[config.mk]
export PLATFORM = sky130hd
export DESIGN_NAME = reorder_buffer
export DESIGN_NICKNAME = d
export VERILOG_FILES = /design/src/rtl/ooo_pkg.sv /design/src/rtl/reorder_buffer.sv
export SDC_FILE = /design/constraint.sdc
export NUM_CORES = 1
export LEC_CHECK = 0
export BUFFER_PORTS_ARGS = -buffer_cell sky130_fd_sc_hd__clkbuf_2
export CAP_MARGIN = 20
export CELL_PAD_IN_SITES_DETAIL_PLACEMENT = 0
export CELL_PAD_IN_SITES_GLOBAL_PLACEMENT = 1
export CORE_ASPECT_RATIO = 0.9
export CORE_UTILIZATION = 55
export DETAILED_ROUTE_END_ITERATION = 8
export HOLD_SLACK_MARGIN = 0.12
export PLACE_DENSITY = 0.8
export SLEW_MARGIN = 5
export SYNTH_ARGS = -nofsm -noshare
export SYNTH_HDL_FRONTEND = slang
export SYNTH_SLANG_ARGS = --single-unit
[constraint.sdc]
create_clock -name clk -period 10.4 [get_ports clk]
set_input_delay 2.08 -clock clk [delete_from_list [all_inputs] [get_ports clk]]
set_output_delay 2.08 -clock clk [all_outputs]
set_load 0.05 [all_outputs]
[src/rtl/ooo_pkg.sv]
// Shared out-of-order core definitions: register file sizes, ROB geometry and
// the reorder-buffer entry layout.
package ooo_pkg;
    localparam int NUM_PHYS_REGS = 64;
    localparam int NUM_ARCH_REGS = 32;
    localparam int PHYS_W        = $clog2(NUM_PHYS_REGS);
    localparam int ARCH_W        = $clog2(NUM_ARCH_REGS);
    localparam int ROB_DEPTH     = 16;
    localparam int TAG_W         = $clog2(ROB_DEPTH);

    localparam logic [PHYS_W-1:0] INVALID_REG = 6'h3F;

    typedef struct packed {
        logic              valid;
        logic              done;
        logic              has_rd;
        logic [ARCH_W-1:0] rd;
        logic [PHYS_W-1:0] phys_rd;
        logic [PHYS_W-1:0] old_phys_rd;
    } rob_entry_t;
endpackage

[src/rtl/reorder_buffer.sv]
// In-order retirement buffer: allocates at dispatch, marks done on writeback,
// retires one entry per cycle and hands the old physical rd back to rename.
module reorder_buffer #(
    parameter int ROB_DEPTH = 16,
    parameter int TAG_W     = 4,
    parameter int PHYS_W    = 6,
    parameter int ARCH_W    = 5
) (
    input  logic              clk,
    input  logic              reset_n,
    input  logic              dispatch_valid,
    input  logic              dispatch_has_rd,
    input  logic [ARCH_W-1:0] dispatch_rd,
    input  logic [PHYS_W-1:0] dispatch_phys_rd,
    input  logic [PHYS_W-1:0] dispatch_old_phys_rd,
    output logic [TAG_W-1:0]  dispatch_tag,
    output logic              rob_full,
    output logic              rob_empty,
    output logic [TAG_W:0]    count,
    input  logic              wb_valid,
    input  logic [TAG_W-1:0]  wb_tag,
    output logic              commit_valid,
    output logic [ARCH_W-1:0] commit_rd,
    output logic [PHYS_W-1:0] commit_phys_rd,
    output logic              retire_valid,
    output logic [PHYS_W-1:0] retire_phys_reg
);
    import ooo_pkg::*;

    localparam int PTR_W = TAG_W + 1;

    rob_entry_t        r_rob [ROB_DEPTH];
    logic [PTR_W-1:0]  r_head, r_tail;
    logic              r_commit_valid, r_retire_valid;
    logic [ARCH_W-1:0] r_commit_rd;
    logic [PHYS_W-1:0] r_commit_phys_rd, r_retire_phys_reg;

    logic [PTR_W-1:0]  w_count;
    logic [TAG_W-1:0]  w_head_idx, w_tail_idx;
    logic              w_full, w_empty, w_disp_fire, w_retire;
    rob_entry_t        w_head_ent, w_new_ent;

    // Pointers carry a wrap bit, so full and empty fall out of the difference.
    assign w_count     = r_tail - r_head;
    assign w_full      = (w_count == PTR_W'(ROB_DEPTH));
    assign w_empty     = (w_count == '0);
    assign w_head_idx  = r_head[TAG_W-1:0];
    assign w_tail_idx  = r_tail[TAG_W-1:0];
    assign w_head_ent  = r_rob[w_head_idx];
    assign w_retire    = w_head_ent.valid && w_head_ent.done;
    assign w_disp_fire = dispatch_valid && !w_full;

    always_comb begin
        w_new_ent             = '0;
        w_new_ent.valid       = 1'b1;
        w_new_ent.has_rd      = dispatch_has_rd;
        w_new_ent.rd          = dispatch_rd;
        w_new_ent.phys_rd     = dispatch_phys_rd;
        w_new_ent.old_phys_rd = dispatch_old_phys_rd;
    end

    // Tail and head never alias while both fire (that needs full or empty), so
    // the only real overlap is retire vs. writeback, where retire wins.
    always_ff @(posedge clk or negedge reset_n) begin
        if (!reset_n) begin
            for (int i = 0; i < ROB_DEPTH; i++) r_rob[i] <= '0;
        end else begin
            for (int i = 0; i < ROB_DEPTH; i++) begin
                if (w_disp_fire && w_tail_idx == TAG_W'(i)) begin
                    r_rob[i] <= w_new_ent;
                end else if (w_retire && w_head_idx == TAG_W'(i)) begin
                    r_rob[i].valid <= 1'b0;
                    r_rob[i].done  <= 1'b0;
                end else if (wb_valid && wb_tag == TAG_W'(i) && r_rob[i].valid) begin
                    r_rob[i].done <= 1'b1;
                end
            end
        end
    end

    always_ff @(posedge clk or negedge reset_n) begin
        if (!reset_n) begin
            r_head <= '0;
            r_tail <= '0;
        end else begin
            if (w_disp_fire) r_tail <= r_tail + 1'b1;
            if (w_retire)    r_head <= r_head + 1'b1;
        end
    end

    // Payload outputs only move on a retirement; the valids pulse for one cycle.
    always_ff @(posedge clk or negedge reset_n) begin
        if (!reset_n) begin
            r_commit_valid    <= 1'b0;
            r_retire_valid    <= 1'b0;
            r_commit_rd       <= '0;
            r_commit_phys_rd  <= '0;
            r_retire_phys_reg <= '0;
        end else begin
            r_commit_valid <= w_retire;
            r_retire_valid <= w_retire && w_head_ent.has_rd;
            if (w_retire) begin
                r_commit_rd       <= w_head_ent.rd;
                r_commit_phys_rd  <= w_head_ent.phys_rd;
                r_retire_phys_reg <= w_head_ent.old_phys_rd;
            end
        end
    end

    assign dispatch_tag    = w_tail_idx;
    assign rob_full        = w_full;
    assign rob_empty       = w_empty;
    assign count           = w_count;
    assign commit_valid    = r_commit_valid;
    assign commit_rd       = r_commit_rd;
    assign commit_phys_rd  = r_commit_phys_rd;
    assign retire_valid    = r_retire_valid;
    assign retire_phys_reg = r_retire_phys_reg;
endmodule
==> metrics.md, run 1 <==
| Metric | Value |
|---|---|
| Layout cells sized above 1 | `0.5319` |
| Max-Cap Viols | `0` |
| GP Congestion | `0.8521` |
| Met2 Wirelength | `17390 µm` |
| CTS Sinks | `349` |
| Post-route clock period utilization | `0.5748` |
| Clock buffer depth | `3` |
| Most frequent cells in the layout | `dfrtp_1, mux2_2, mux2_4` |
| Cell Pwr Density | `354.1 nW/µm²` |
| Ports | `56` |
| Final Critical Period | `5978 ps` |
| Post-CTS setup repair buffer count | `0` |
| Largest register FFs | `320` |
| Leak pwr | `8.074 nW` |
| CORE AREA | `29310 µm²` |
| Overflow after GRT | `0` |
| DR WL/cell | `25.07 µm` |
| Most common cell after layout, fill and taps aside | `dfrtp_1` |
| Worst-Margin Slew | `1026 ps` |
| RSZ-0062 raised after global routing | `no` |
| Setup_tns | `0 ps` |
| Flop pwr share | `0.379` |
| Critical path launch point type | `flip-flop` |
| Place WS | `4933 ps` |
| Initial antenna violation count | `0` |
| Routed wl met3 | `1666 µm` |
| Synth Flop Type | `dfrtp_1` |
| Starting Density | `0.5670` |
| Nets | `1096` |
| Worst setup EP type | `output pin` |
| Number of global-route vias before repair | `9568` |
| Max-slew violation total from the final report | `0` |
| CTS tree | `yes` |
| Synth top area cells | `dfrtp_1, mux2_2, mux4_2, mux2_4, buf_6` |
| Min setup slack post-route | `4422 ps` |
| Post-synth EDFFs | `0` |
| Sw power | `2.204 mW` |
| Cell area after layout | `18420 µm²` |
| DRC | `0` |
| GRT Util Overall | `0.2558` |
| Largest net degree at the start of global routing | `181` |
| Fill cell count | `2156` |
| Max transition margin | `0.3162` |
| Synth Instances | `1022` |
| Sequential area share after synthesis | `0.5255` |
| Synth unique cells | `48` |
| Endpoints failing hold | `0` |
| Arr. time, crit path | `3900 ps` |
| Run status | `complete, no violations` |
| Post-CTS Resized | `0` |
| Area grow syn2layout | `10.83%` |
| Syn_nets | `1061` |
| Final Power | `6.522 mW` |
| HP Class | `reg2reg` |
| #FFs+latches synth | `349` |
| Comb power frac | `0.421` |
| Crit Path Category | `reg2out` |
| CTS buffer count | `37` |
| Worst EP required | `8320 ps` |
| Clock Skew | `13.82 ps` |
| CTS H-tree depth | `2` |
| Maximum vdd ir drop | `0.2006 mV` |
| Clock Latency Late Sink | `530 ps` |
| CTS Root Cell | `clkbuf_16` |
| Final hold slack | `486.5 ps` |
| Row cnt | `59` |
| Global-route wire length before repair | `59020 µm` |
| Met1 wire length | `17380 µm` |
| Clock share of power | `0.200` |
| Yosys top cell area share | `0.5255` |
| Height of the die | `166.9 µm` |
| Critical Path Fanout Max | `51` |
| Clock-pin slew on the worst setup and hold paths | `60 ps` |
| Die ar. | `30920 µm²` |
| Hold bufs inserted after CTS | `0` |
| Vias | `9026` |
| Syn_area_per_cell | `16.26 µm²` |
| Post-DRT Antenna Nets | `0` |
| Final Setup Violations | `0` |
| Async S/R FF share, synth | `1.000` |
| Highest metal used | `met4` |
| Post-DP Area | `17150 µm²` |
| Drt pass-1 iters | `4` |
| YS warnings | `0` |
| Antenna diodes | `0` |
| Die width | `185.2 µm` |
| Pint | `4.318 mW` |
| Final WL | `37080 µm` |
| Mapped Area | `16620 µm²` |
| Leading area contributor after synthesis | `dfrtp_1` |
| Vias per inst | `6.103` |
| Sw frac | `0.3379` |
| Post-DP HPWL | `21100 µm` |
| I/O Buffers | `55` |
| Highest Clock Rate | `167.3 MHz` |
| Initial detailed-routing violation count | `633` |
| R2r setup slk | `6160 ps` |
per-layer routing:
layer  GRT usage  vias up
met4     0.05929        0
met3     0.03674       51
met1      0.3876     4899
met5           0        -
li1            -     3874
met2      0.3920      202
Yosys cell counts (all sizes together), types with 2 or more instances:
cell,number
and3,6
o21ai,5
mux2i,6
a31o,4
a21bo,4
mux2,314
buf,56
nand2,27
o211a,2
xor2,3
a31oi,14
and2,2
nor3,9
mux4,94
ha,12
or4,4
xnor2,7
nor3b,4
inv,11
a211oi,13
nor2b,7
dfrtp,349
clkbuf,30
nor2,9
a221oi,2
a21o,12
nor4b,5
worst max-delay path, stage by stage (launching register included):
cell,delay (ps)
dfrtp_4,810
ha_1,380
fa_1,480
inv_1,50
or3_1,410
a211o_1,320
a211oi_4,200
buf_4,360
clkbuf_2,350
path summary, 6_finish.rpt:
check / depth (start not counted) / end / start
max: 8 / rob_full / r_head[0]$_DFFE_PN0P_
min: 1 / r_tail[4]$_DFFE_PN0P_ / r_tail[4]$_DFFE_PN0P_
max reg2reg: 10 / r_rob[166]$_DFFE_PN0P_ / r_head[0]$_DFFE_PN0P_
min reg2reg: 1 / r_tail[4]$_DFFE_PN0P_ / r_tail[4]$_DFFE_PN0P_
max in group asynchronous: 2 / r_head[0]$_DFFE_PN0P_ / reset_n
min in group asynchronous: 1 / r_rob[138]$_DFFE_PN0P_ / reset_n
power by group through the flow:
stage | clock, mW | combinational [mW] | sequential [mW]
2_1_floorplan | 0 | 2.20 | 2.39
3_3_place_gp | 0 | 2.70 | 2.46
3_5_place_dp | 0 | 2.76 | 2.48
4_1_cts | 1.33 | 2.76 | 2.47
5_1_grt | 1.38 | 2.93 | 2.56
6_report | 1.30 | 2.75 | 2.47
kinds of logic after synthesis:
logic type      count (synthesis)  share of synthesized area
flops                         349                     0.5255
compound gates                 58                    0.02597
fa+ha+maj                      13                    0.01024
simple gates                   80                    0.03072
buf+inv                        98                    0.03411
xor+xnor                       10                   0.005271
mux                           414                     0.3682
cell type report:
type	instances	area, µm²	share of cell area
clock buffers	54	1121	0.06087
clock inverters	11	95.09	0.005163
flip-flops and latches	349	8741	0.4746
multi-input cells	575	7360	0.3996
well taps	396	495.5	0.02690
inverters	12	45.04	0.002446
repair buffers	82	560.5	0.03043
through the flow:
stage	utilization	cells
after floorplan	-	1022
after CTS	0.6266	1477
after global routing	0.6284	1479
final	0.6284	1479
after detailed placement	0.5851	1412
after global placement	0.5841	1411
Note: power is estimated with default switching activity, not from simulation.
==> run 2, diff against run 1 <==
CORE_UTILIZATION = 54   (was 55)
PLACE_DENSITY = 0.78   (was 0.8)
clock period = 6.2 ns   (was 10.4 ns; I/O delays follow)
==> metrics.md, run 2 (synthesized netlist as in run 1, its figures left out) <==
| Metric | Value |
|---|---|
| Clock Skew | `15.48 ps (+1.657 ps)` |
| Die ar. | `31480 µm² (+1.8%)` |
| Post-route clock period utilization | `0.8252` |
| Fill cell count | `2243 (+4.0%)` |
| Starting Density | `0.5520 (-0.01501)` |
| Final Critical Period | `5116 ps` |
| Crit Path Category | `reg2out` |
| Row cnt | `60 (+1.7%)` |
| CTS buffer count | `37 (unchanged)` |
| CTS tree | `yes` |
| Clock share of power | `0.204 (+0.004)` |
| Cell area after layout | `18370 µm² (-0.24%)` |
| Initial antenna violation count | `0 (unchanged)` |
| Max transition margin | `0.2793 (-0.03682)` |
| GRT Util Overall | `0.2380 (-0.01778)` |
| Pint | `7.276 mW (+68%)` |
| Largest register FFs | `320 (unchanged)` |
| Max-slew violation total from the final report | `0 (unchanged)` |
| Cell Pwr Density | `595.5 nW/µm² (+68%)` |
| Clock buffer depth | `3 (unchanged)` |
| Worst-Margin Slew | `1077 ps (+51.73 ps)` |
| Hold Startpoint | `r_tail[4]$_DFFE_PN0P_` |
| Flop pwr share | `0.377 (-0.002)` |
| Post-DRT Antenna Nets | `0 (unchanged)` |
| Worst setup EP type | `output pin` |
| R2r setup slk | `1550 ps (-4610 ps)` |
| RSZ-0062 raised after global routing | `no` |
| Place WS | `1480 ps (-3454 ps)` |
| DRC | `0 (unchanged)` |
| Max-Cap Viols | `0 (unchanged)` |
| GP Congestion | `0.8275 (-2.9%)` |
| Sw power | `3.665 mW (+66%)` |
| Critical path launch point type | `flip-flop` |
| Endpoints failing hold | `0 (unchanged)` |
| Arr. time, crit path | `3880 ps (-20 ps)` |
| Nets | `1094 (-0.18%)` |
| Run status | `complete, no violations` |
| Worst Setup SP | `r_head[0]$_DFFE_PN0P_` |
| Highest Clock Rate | `195.5 MHz` |
| Reg area | `8741 µm² (unchanged)` |
| Setup_tns | `0 ps (unchanged)` |
| Maximum vdd ir drop | `0.3959 mV (+97%)` |
| Area grow syn2layout | `10.56%` |
| Vias | `8939 (-0.96%)` |
| Initial detailed-routing violation count | `478 (-24%)` |
| Final WL | `35630 µm (-3.9%)` |
| HP Class | `reg2reg` |
| Comb power frac | `0.420 (about the same)` |
| Die width | `186.9 µm (+0.91%)` |
| I/O Buffers | `55 (unchanged)` |
| Post-CTS setup repair buffer count | `0 (unchanged)` |
| Leak pwr | `8.032 nW (-0.52%)` |
| Drt pass-1 iters | `4 (unchanged)` |
| Clock-pin slew on the worst setup and hold paths | `70 ps (about the same)` |
| Largest net degree at the start of global routing | `159 (-12%)` |
| Hold bufs inserted after CTS | `0 (unchanged)` |
| Post-CTS Resized | `0 (unchanged)` |
| Most frequent cells in the layout | `dfrtp_1, mux2_2, mux2_4` |
| CTS Sinks | `349 (unchanged)` |
| CORE AREA | `30100 µm² (+2.7%)` |
| Antenna diodes | `0 (unchanged)` |
| CTS H-tree depth | `2 (unchanged)` |
| Clock Latency Late Sink | `510 ps (-20 ps)` |
| Critical Path Fanout Max | `49 (-3.9%)` |
| Height of the die | `168.4 µm (+0.91%)` |
| Global-route wire length before repair | `57330 µm (-2.9%)` |
| Ports | `56 (unchanged)` |
| Post-DP HPWL | `21020 µm (-0.39%)` |
| Final Setup Violations | `0 (unchanged)` |
| Layout cells sized above 1 | `0.5259 (-0.005978)` |
| Sw frac | `0.3350 (-0.002875)` |
| CTS Root Cell | `clkbuf_16` |
| Number of global-route vias before repair | `9445 (-1.3%)` |
| DR WL/cell | `24.00 µm (-4.3%)` |
| Most common cell after layout, fill and taps aside | `dfrtp_1` |
| Multi-input logic area | `7360 µm² (unchanged)` |
| Post-DP Area | `17150 µm² (about the same)` |
| Worst EP required | `4960 ps (-3360 ps)` |
| Vias per inst | `6.020 (-1.4%)` |
| Overflow after GRT | `0 (unchanged)` |
| Min setup slack post-route | `1084 ps (-3338 ps)` |
| Worst r2r src | `r_head[0]$_DFFE_PN0P_` |
## run 2: changes by cell type in the layout (fill, tap and decap cells not counted), sizes merged
cell / change
clkinv: -6
clkbuf: +4
buf: -2
clkinvlp: +2
bufinv: +1
## run 2: through the flow
stage | hold WS, ps | utilization | power, mW | instances
after global placement | 473.8 | 0.5696 | 8.670 | 1419
after CTS | 486.8 | 0.6103 | 11.05 | 1485
after floorplan | 458.7 | - | 7.696 | 1022
after detailed placement | 477.4 | 0.5696 | 8.777 | 1419
after global routing | 512.5 | 0.6103 | 11.55 | 1485
final | 486.5 | 0.6103 | 10.94 | 1485
## run 2: power groups by stage
| stage | combinational [mW] | sequential (mW) | clock (mW) |
|---|---|---|---|
| final | 4.59 | 4.12 | 2.23 |
| after detailed placement | 4.64 | 4.14 | 0 |
| after global routing | 4.91 | 4.27 | 2.37 |
| after global placement | 4.56 | 4.11 | 0 |
| after floorplan | 3.69 | 4.01 | 0 |
| after CTS | 4.66 | 4.12 | 2.27 |
## run 2: critical path, stage by stage, from the launching register on
cell,delay [ps]
dfrtp_4,800
ha_1,360
fa_1,480
inv_1,50
or3_1,410
a211o_1,320
a211oi_4,540
clkbuf_2,390
## run 2: worst paths after layout
path	endpoint	cells after the start
max	rob_full	7
min	r_tail[4]$_DFFE_PN0P_	1
max reg2reg	r_rob[257]$_DFFE_PN0P_	9
min reg2reg	r_tail[4]$_DFFE_PN0P_	1
max in group asynchronous	r_rob[53]$_DFFE_PN0P_	2
min in group asynchronous	r_rob[99]$_DFFE_PN0P_	1
## run 2: per-layer routing
| layer | routed length, µm | GRT usage | up-vias |
|---|---|---|---|
| met1 | 16840 | 0.3601 | 4809 |
| met3 | 1654 | 0.03210 | 66 |
| met4 | 953 | 0.07234 | 0 |
| met2 | 16180 | 0.3603 | 195 |
| li1 | - | - | 3869 |
| met5 | 0 | 0 | - |
## run 2: cell type report
cell class,count,share of cell area
clock buffers,58,0.06135
clock inverters,8,0.005380
inverters,12,0.002451
multi-input cells,575,0.4005
flip-flops and latches,349,0.4757
well taps,403,0.02744
repair buffers,80,0.02710
==> run 3, diff against run 2 <==
CORE_UTILIZATION = 48   (was 54)
PLACE_DENSITY = 0.74   (was 0.78)
clock period = 4.6 ns   (was 6.2 ns; I/O delays follow)
==> metrics.md, run 3 (synthesized netlist as in run 1, its figures left out) <==
| Metric | Value |
|---|---|
| Initial detailed-routing violation count | `533 (+12%)` |
| Max-Cap Viols | `0 (unchanged)` |
| Vias | `9044 (+1.2%)` |
| CTS Root Cell | `clkbuf_16` |
| Final Setup Violations | `0 (unchanged)` |
| GRT Util Overall | `0.2255 (-0.01245)` |
| GP Congestion | `0.7663 (-7.4%)` |
| Largest delay share family, worst path | `adder cells` |
| Min setup slack post-route | `407.5 ps (-676.5 ps)` |
| CP most frequent cell | `inv_1` |
| Die width | `198.1 µm (+6.0%)` |
| Critical path launch point type | `flip-flop` |
| Starting Density | `0.4883 (-0.06373)` |
| Reg2Reg Depth | `12 (+3)` |
| Crit-path slowest cell | `fa_1` |
| CTS tree | `yes` |
| Worst setup EP type | `output pin` |
| I/O Buffers | `55 (unchanged)` |
| Most frequent cells in the layout | `dfrtp_1, mux2_2, mux2_4` |
| Clock buffer depth | `3 (unchanged)` |
| Ports | `56 (unchanged)` |
| Post-CTS setup repair buffer count | `0 (unchanged)` |
| Endpoints failing hold | `0 (unchanged)` |
| Worst r2r src | `r_tail[0]$_DFFE_PN0P_` |
| DR WL/cell | `24.17 µm (+0.73%)` |
| Overflow after GRT | `0 (unchanged)` |
| Worst EP required | `3680 ps (-1280 ps)` |
| Initial antenna violation count | `1 (+1)` |
| Worst-Margin Slew | `1044 ps (-33.28 ps)` |
| Clock Skew | `13.79 ps (-1.686 ps)` |
| Global-route wire length before repair | `59440 µm (+3.7%)` |
| Leak pwr | `8.103 nW (+0.88%)` |
| Sw frac | `0.3363 (+0.001342)` |
| Row cnt | `64 (+6.7%)` |
| Max transition margin | `0.3001 (+0.02072)` |
| Pint | `9.843 mW (+35%)` |
| Most common cell after layout, fill and taps aside | `dfrtp_1` |
| Clock Latency Late Sink | `520 ps (about the same)` |
| Layout cells sized above 1 | `0.5299 (+0.004021)` |
| Post-CTS Resized | `0 (unchanged)` |
| Post-DRT Antenna Nets | `0 (unchanged)` |
| Critical path's largest stage delay | `480 ps (-320 ps)` |
| Final Power | `14.83 mW (+36%)` |
| Clock share of power | `0.199 (-0.005)` |
| Comb power frac | `0.435 (+0.015)` |
| Height of the die | `178.5 µm (+6.0%)` |
| CORE AREA | `34030 µm² (+13%)` |
| DRC | `0 (unchanged)` |
| CTS buffer count | `37 (unchanged)` |
| R2r setup slk | `730 ps (-820 ps)` |
| Multi-input logic area | `7365 µm² (about the same)` |
| FF-to-FF End | `r_rob[122]$_DFFE_PN0P_` |
| Crit path buffers/inverters | `3 (+1)` |
| Place WS | `579.2 ps (-900.5 ps)` |
| Final WL | `37460 µm (+5.1%)` |
| Crit Path Category | `reg2out` |
| Cell Pwr Density | `798.7 nW/µm² (+34%)` |
| Flop pwr share | `0.366 (-0.011)` |
| Sw power | `4.989 mW (+36%)` |
| Area grow syn2layout | `11.74%` |
| Critical Path Fanout Max | `6 (-88%)` |
| Largest register FFs | `320 (unchanged)` |
| Largest net degree at the start of global routing | `96 (-40%)` |
| Run status | `complete, no violations` |
| Drt pass-1 iters | `4 (unchanged)` |
| Nets | `1102 (+0.73%)` |
| CTS Sinks | `349 (unchanged)` |
| Die ar. | `35370 µm² (+12%)` |
| Highest Clock Rate | `238.5 MHz` |
| Vias per inst | `5.835 (-3.1%)` |
| Final Critical Period | `4193 ps` |
| HP Class | `in2async` |
| Crit-path cells | `inv_1, ha_1, fa_1, inv_1, or3_1, a211o_1, a211oi_4, clkbuf_2` |
| Fill cell count | `2730 (+22%)` |
| Post-route clock period utilization | `0.9114` |
| Reg area | `8741 µm² (unchanged)` |
| Hold bufs inserted after CTS | `0 (unchanged)` |
| CTS H-tree depth | `2 (unchanged)` |
| Maximum vdd ir drop | `0.3927 mV (-0.80%)` |
| Final hold slack | `425.0 ps (-61.50 ps)` |
| Setup_tns | `0 ps (unchanged)` |
| Arr. time, crit path | `3270 ps (-610 ps)` |
| Worst Setup SP | `r_tail[0]$_DFFE_PN0P_` |
| Clock-pin slew on the worst setup and hold paths | `60 ps (about the same)` |
| RSZ-0062 raised after global routing | `no` |
| Max-slew violation total from the final report | `0 (unchanged)` |
| Number of global-route vias before repair | `9483 (+0.40%)` |
| Post-DP HPWL | `21930 µm (+4.3%)` |
[run 3: routing by layer]
layer,vias up,GRT usage,share of wire
li1,3898,-,-
met1,4911,0.3352,0.48
met2,188,0.3485,0.47
met3,45,0.03233,0.036
met4,2,0.05685,0.019
met5,-,0,0.00032
[run 3: final cells by class]
class | instances | share of cell area
antenna | 1 | 0.0001348
clock inverter | 6 | 0.004312
tap | 462 | 0.03113
timing repair buffer | 88 | 0.03484
sequential | 349 | 0.4707
inverter | 12 | 0.002426
clock buffer | 57 | 0.05983
multi-input combinational | 575 | 0.3966
[run 3: stage by stage]
stage / utilization / instance area [µm²] / std cells
floorplan: - / 16620 / 1022
global placement: 0.5096 / 17340 / 1482
detailed placement: 0.5101 / 17360 / 1484
CTS: 0.5451 / 18550 / 1547
global route: 0.5456 / 18570 / 1549
finish: 0.5456 / 18570 / 1550
[run 3: how the worst max path moves through the flow]
| stage | endpoint | slack (ps) | cells after the start |
|---|---|---|---|
| global placement | rob_full | 630 | 8 |
| finish | rob_full | 410 | 8 |
| global route | rob_full | 270 | 8 |
| detailed placement | rob_full | 580 | 8 |
| floorplan | rob_empty | 300 | 7 |
| CTS | rob_full | 20 | 8 |
[run 3: power by group through the flow]
stage / sequential (mW) / combinational [mW] / clock [mW]
after floorplan: 5.40 / 4.97 / 0
after global placement: 5.39 / 6.43 / 0
after detailed placement: 5.44 / 6.50 / 0
after CTS: 5.41 / 6.52 / 3.03
after global routing: 5.61 / 6.92 / 3.15
final: 5.42 / 6.45 / 2.96
